<file path="src/rtl/tick_rate_controller_pkg.sv">
// tick_rate_controller_pkg
// Shared definitions for the slow-clock divider controller and the
// sequencers that consume its tick (display refresh, memory sequencing).
//   state_t          : FSM state encoding (IDLE/LOW/HIGH, 2 bits)
//   TRC_CNT_W        : default width of the half-period counter
//   TRC_DEFAULT_HALF : half-period loaded at reset, in CLK100MHZ cycles
package tick_rate_controller_pkg;

    typedef enum logic [1:0] {
        IDLE = 2'd0,
        LOW  = 2'd1,
        HIGH = 2'd2
    } state_t;

    localparam int TRC_CNT_W        = 10;
    localparam int TRC_DEFAULT_HALF = 500;

endpackage

</file>
<file path="src/rtl/tick_rate_controller_half_period_counter.sv">
// tick_rate_controller_half_period_counter
// Counts cycles within one slow_clk phase and flags the last cycle.
// Ports:
//   clk, rst : clock and asynchronous active-high reset
//   en       : advance the count this cycle
//   clr      : force the count to zero (takes priority over en)
//   limit    : phase length in cycles (>= 1); terminal count is limit-1
//   done     : high on the last cycle of the phase while enabled
module tick_rate_controller_half_period_counter #(
    parameter int CNT_W = 10
) (
    input  logic             clk,
    input  logic             rst,
    input  logic             en,
    input  logic             clr,
    input  logic [CNT_W-1:0] limit,
    output logic             done
);

    logic [CNT_W-1:0] count;
    logic [CNT_W-1:0] term;

    // limit is never 0, so limit-1 cannot underflow.
    assign term = limit - CNT_W'(1);
    assign done = en && (count == term);

    // The count wraps to zero on done, so it never exceeds limit-1.
    always_ff @(posedge clk or posedge rst) begin
        if (rst) begin
            count <= '0;
        end else if (clr) begin
            count <= '0;
        end else if (en) begin
            if (done) begin
                count <= '0;
            end else begin
                count <= count + CNT_W'(1);
            end
        end
    end

endmodule

</file>
<file path="src/rtl/tick_rate_controller.sv">
// tick_rate_controller
// Generates the divided slow_clk square wave and a one-cycle tick strobe,
// with run/stop control and half-period updates that only land on a
// period boundary.
// Ports:
//   CLK100MHZ   : system clock, rising edge
//   reset       : asynchronous active-high reset
//   run         : 1 = keep generating periods, 0 = stop after current period
//   cfg_valid   : cfg_half holds a new half-period
//   cfg_half    : requested half-period (0 is treated as 1)
//   cfg_ready   : a configuration can be accepted this cycle
//   slow_clk    : divided clock, active_half low then active_half high
//   tick        : one-cycle pulse on the cycle slow_clk rises
//   active_half : half-period currently in effect
//   running     : high whenever the FSM is not idle
//   fsm_state   : current FSM state, for debug/observation
//
// Handshake: a configuration transfers on any rising edge where
// cfg_valid && cfg_ready; the source holds cfg_half stable until then,
// and cfg_valid while cfg_ready is low has no effect.
module tick_rate_controller
    import tick_rate_controller_pkg::*;
#(
    parameter int CNT_W        = TRC_CNT_W,
    parameter int DEFAULT_HALF = TRC_DEFAULT_HALF
) (
    input  logic             CLK100MHZ,
    input  logic             reset,
    input  logic             run,
    input  logic             cfg_valid,
    input  logic [CNT_W-1:0] cfg_half,
    output logic             cfg_ready,
    output logic             slow_clk,
    output logic             tick,
    output logic [CNT_W-1:0] active_half,
    output logic             running,
    output state_t           fsm_state
);

    state_t           state;
    logic [CNT_W-1:0] pend_half;
    logic             pending;
    logic             xfer;
    logic             cnt_en;
    logic             cnt_clr;
    logic             phase_done;
    logic [CNT_W-1:0] cfg_half_clamped;

    // Only one update may be outstanding at a time.
    assign cfg_ready        = !pending;
    assign xfer             = cfg_valid && cfg_ready;
    assign cfg_half_clamped = (cfg_half == '0) ? CNT_W'(1) : cfg_half;

    assign cnt_en    = (state == LOW) || (state == HIGH);
    assign cnt_clr   = !cnt_en;
    assign running   = (state != IDLE);
    assign fsm_state = state;

    tick_rate_controller_half_period_counter #(
        .CNT_W (CNT_W)
    ) u_half_period_counter (
        .clk   (CLK100MHZ),
        .rst   (reset),
        .en    (cnt_en),
        .clr   (cnt_clr),
        .limit (active_half),
        .done  (phase_done)
    );

    always_ff @(posedge CLK100MHZ or posedge reset) begin
        if (reset) begin
            state       <= IDLE;
            slow_clk    <= 1'b0;
            tick        <= 1'b0;
            active_half <= CNT_W'(DEFAULT_HALF);
            pend_half   <= '0;
            pending     <= 1'b0;
        end else begin
            tick <= 1'b0;
            case (state)
                IDLE: begin
                    slow_clk <= 1'b0;
                    // Nothing is in flight, so the new value is safe to use now.
                    if (xfer) begin
                        active_half <= cfg_half_clamped;
                    end
                    if (run) begin
                        state <= LOW;
                    end
                end
                LOW: begin
                    if (phase_done) begin
                        slow_clk <= 1'b1;
                        tick     <= 1'b1;
                        state    <= HIGH;
                    end
                end
                HIGH: begin
                    if (phase_done) begin
                        slow_clk <= 1'b0;
                        if (pending) begin
                            active_half <= pend_half;
                            pending     <= 1'b0;
                        end
                        state <= run ? LOW : IDLE;
                    end
                end
                default: begin
                    slow_clk <= 1'b0;
                    state    <= IDLE;
                end
            endcase

            // While a period is in progress, park the value until the next
            // HIGH->LOW boundary. A transfer can only occur with pending=0,
            // so this never collides with the apply above; a transfer on the
            // boundary cycle therefore waits for the following boundary.
            if (xfer && (state == LOW || state == HIGH)) begin
                pend_half <= cfg_half_clamped;
                pending   <= 1'b1;
            end
        end
    end

endmodule
</file>
<file path="config.mk">
export PLATFORM = sky130hd
export DESIGN_NAME = tick_rate_controller
export DESIGN_NICKNAME = d
export VERILOG_FILES = /design/src/rtl/tick_rate_controller_pkg.sv /design/src/rtl/tick_rate_controller_half_period_counter.sv /design/src/rtl/tick_rate_controller.sv
export SDC_FILE = /design/constraint.sdc
export NUM_CORES = 1
export LEC_CHECK = 0
export BUFFER_PORTS_ARGS = -buffer_cell sky130_fd_sc_hd__buf_2
export CAP_MARGIN = 15
export CORE_UTILIZATION = 44
export CTS_CLUSTER_SIZE = 8
export DETAILED_ROUTE_END_ITERATION = 7
export GPL_TIMING_DRIVEN = 0
export SETUP_SLACK_MARGIN = 0.1
export SYNTH_ARGS = -nofsm -noshare
export SYNTH_HDL_FRONTEND = slang
export SYNTH_HIERARCHICAL = 1
export SYNTH_SLANG_ARGS = --single-unit
</file>
<file path="constraint.sdc">
create_clock -name CLK100MHZ -period 3 [get_ports CLK100MHZ]
set_input_delay 0 -clock CLK100MHZ [delete_from_list [all_inputs] [get_ports CLK100MHZ]]
set_output_delay 0 -clock CLK100MHZ [all_outputs]
set_load 0.05 [all_outputs]
</file>
==> impl_summary.log <==
INFO  metric status = finished, final reports clean
INFO  metric seq_area_frac_synth = 43.5%
INFO  metric max-slew-margin-rel = 36.7%
INFO  metric htree_levels = 2
INFO  metric unrepaired_setup_endpoints_after_global_routing = no
INFO  metric grt_max_degree = 26
INFO  metric layout-drive-gt1-share = 38.6%
INFO  metric wl_per_cell = 15.1 um
INFO  metric globalplace.congestion = 0.803
INFO  metric num_rows = 24
INFO  metric starting_density_of_the_core = 46.3%
INFO  metric worstHoldPathType = in -> reg
INFO  metric hold_viol_final = 0
INFO  metric synth_top_cell_by_area = dfrtp_1
INFO  metric syn_area = 0.00203 mm^2
INFO  metric synthDominantCellAreaShare = 35.7%
INFO  metric grt-ovfl-total = 0
INFO  metric die-area = 0.00489 mm^2
INFO  metric startpoint_type = flop
INFO  metric final-max-slew-violation-count = 0
INFO  metric cts.reportedPaths.clkPinSlew = 0.07 ns
INFO  metric fin_setup_tns = 0 ns
INFO  metric total_of_buffers_placed_on_input_and_output_ports = 29
INFO  metric cts_tree = built
INFO  metric ctsRootBufferMaster = clkbuf_8
INFO  metric dp_cells = 268
INFO  metric detail_route.wirelength = 4430 um
INFO  metric clkLatencyLatePin = 0.29 ns
INFO  metric io_pins = 30
INFO  metric yosys.cell_types.count = 39
INFO  metric syn-num-nets = 208
INFO  metric upper_clock_frequency_limit = 0.358 GHz
INFO  metric cp-end-kind = flop
INFO  metric nNetsFinal = 261
INFO  metric p_per_area = 603 mW/mm^2
INFO  metric cp_max_fo = 10
INFO  metric vias_per_cell = 5.35
INFO  metric layout.cells.most_common = buf_2
INFO  metric floorplan.core_area = 0.00438 mm^2
INFO  metric detail_route.drc_violations = 0
INFO  metric stdcell_count = 293
INFO  metric worstMarginPinSlew = 0.949 ns
INFO  metric flow.area_growth_from_synthesis = 24.1%
INFO  metric chipWidth = 69.9 um
INFO  metric layout_common_cells = buf_2, mux2_2, dfrtp_1
INFO  metric num_antenna_cells = 0
INFO  metric p_leak = 1.19 nW
INFO  metric post_synth.cell_area_avg = 10.9 um^2
INFO  metric fin_crit = 2.80 ns
INFO  metric cts_inserted_buffers = 5
INFO  metric antenna_violations_before_repair = 0
INFO  metric grt_first_pass_wirelength = 7090 um
INFO  metric setup_viol_count_final = 0
INFO  metric fin_skew = 0.00454 ns
INFO  metric synth_seq_cells = 35
INFO  metric total_via_count_in_the_routed_design = 1567
INFO  metric number_of_instances_in_the_synthesized_netlist = 187
INFO  metric hpwlAfterDp = 3170 um
INFO  metric clockBufferDepth = 2
INFO  metric postRouteAntennaNets = 0
INFO  metric gr_util_all_layers = 18.5%
INFO  metric clkSinkCount = 35
INFO  metric worst-endpoint-arrival = 2.96 ns
INFO  metric period_share = 93.2%
INFO  metric first_pass_iters = 4
INFO  metric ir_drop_worst_case_vdd = 0.000317 V
INFO  metric ys_top_cells_by_area = dfrtp_1, mux2_2, dfstp_2, xor2_1, ha_1
INFO  metric drtIter0Drc = 47
INFO  metric crit_type = reg -> reg
INFO  metric floorplan.die.height = 69.9 um
INFO  metric grt_pass1_vias = 1544
INFO  metric crit_required = 3.17 ns
INFO  metric drv.max_cap_violation_count = 0
INFO  metric yosys_warnings = 6
-- power breakdown --
| group | switching (mW) | internal [mW] |
|---|---|---|
| logic | 0.335 | 0.240 |
| clock network | 0.166 | 0.209 |
| registers | 0.0484 | 0.521 |
| total | 0.550 | 0.970 |
-- cells in the mapped netlist --
library cell and count:
dfstp_2 6, dfrtp_1 29, and3_2 1, a21oi_1 4, nand4_1 6, o22ai_1 1, a2111o_1 1, o21ai_0 5
o2bb2ai_1 1, nand2_4 1, and2_1 1, xor2_1 16, o221ai_1 1, and3_1 5, nor4_1 1, o21bai_4 1
buf_6 1, nor2b_1 1, nand3_1 2, nand3b_1 3, nand2b_1 4, nor3_1 2, nand2_1 9, nand4bb_2 1
xnor2_1 5, buf_2 2, o21a_1 1, clkbuf_1 3, nor2_1 16, or4_1 1, a21o_1 1, a221oi_1 1
nand4b_1 1, o211ai_1 4, nor4_4 1, a31oi_1 2, ha_1 7, mux2_2 28, inv_1 11
-- flip-flops by register name (all words and copies together) (netlist names) --
name	flops
pending	1
tick	1
active_half	10
fsm_state	2
u_half_period_counter/count	10
slow_clk	1
pend_half	10
-- layer usage --
| layer | share of wire (%) | global-route usage (%) | wire length (um) | vias to the layer above |
|---|---|---|---|---|
| met5 | 0 | 0 | 0 | - |
| met4 | 0.59 | 5.33 | 26 | 0 |
| met3 | 3.5 | 4.33 | 157 | 4 |
| met2 | 51 | 32.3 | 2250 | 34 |
| met1 | 45 | 22.8 | 2000 | 772 |
| li1 | - | - | - | 757 |
-- area by class of cell --
type / instances / area [um^2]
Fill cell: 400 / 1860
Multi-Input combinational cell: 136 / 1100
Sequential cell: 35 / 888
Timing Repair Buffer: 45 / 290
Clock buffer: 8 / 100
Tap cell: 52 / 65.1
Inverter: 11 / 41.3
Buffer: 6 / 38.8
-- metrics by stage --
step | hold WS [ns] | setup WS [ns] | util, % | power [mW] | instance area [um^2]
floorplan | -0.160 | 0.189 | - | 0.999 | 2040
global placement | 0.000340 | 0.0486 | 51.3 | 1.11 | 2250
detailed placement | 0.0129 | -0.0100 | 51.3 | 1.13 | 2250
CTS | 0.00914 | 0.105 | 56.0 | 1.51 | 2450
global route | 0.0231 | 0.115 | 57.5 | 1.61 | 2520
finish | 0.0157 | 0.204 | 57.5 | 1.52 | 2520
-- final timing paths --
check	startpoint	to	slack (ns)	cells past startpoint
hold / removal	cfg_half[0]	pend_half[0]$_DFFE_PP0P_	0.02	3
max in group asynchronous	reset	active_half[1]$_DFFE_PP0P_	1.87	3
min in group asynchronous	reset	u_half_period_counter/count[0]$_DFFE_PP0P_	0.24	3
setup / recovery	active_half[1]$_DFFE_PP0P_	active_half[1]$_DFFE_PP0P_	0.20	11
setup reg to reg	active_half[1]$_DFFE_PP0P_	active_half[1]$_DFFE_PP0P_	0.20	11
hold reg to reg	pend_half[0]$_DFFE_PP0P_	pend_half[0]$_DFFE_PP0P_	0.49	2
-- critical path: stages (launching register included) --
cell,delay (ns)
dfrtp_2,0.43
inv_1,0.06
ha_1,0.17
clkbuf_4,0.19
xnor2_1,0.14
a21oi_1,0.15
o21ai_0,0.10
a2111o_1,0.44
nor2_4,0.18
nand4b_1,0.26
nand2_4,0.20
mux2_2,0.35
-- timing repair --
item	in CTS	in global routing
pin swaps	0	4
setup endpoints to repair	9	9
resized for setup	2	5
hold buffers	10	0
setup buffers	0	6
gates cloned	0	1
hold endpoints to repair	38	0
-- logic make-up after synthesis --
| kind of cell | Yosys count | synth area share [%] |
|---|---|---|
| and+or+nand+nor | 56 | 15.8 |
| DFF | 35 | 43.5 |
| muxes | 28 | 15.5 |
| AOI/OAI and AO/OA | 23 | 8.13 |
| xor gates and xnor gates | 21 | 9.06 |
| buffers and inverters | 17 | 3.64 |
| adders and majority gates | 7 | 4.31 |
Power figures use the tool's default switching activity.
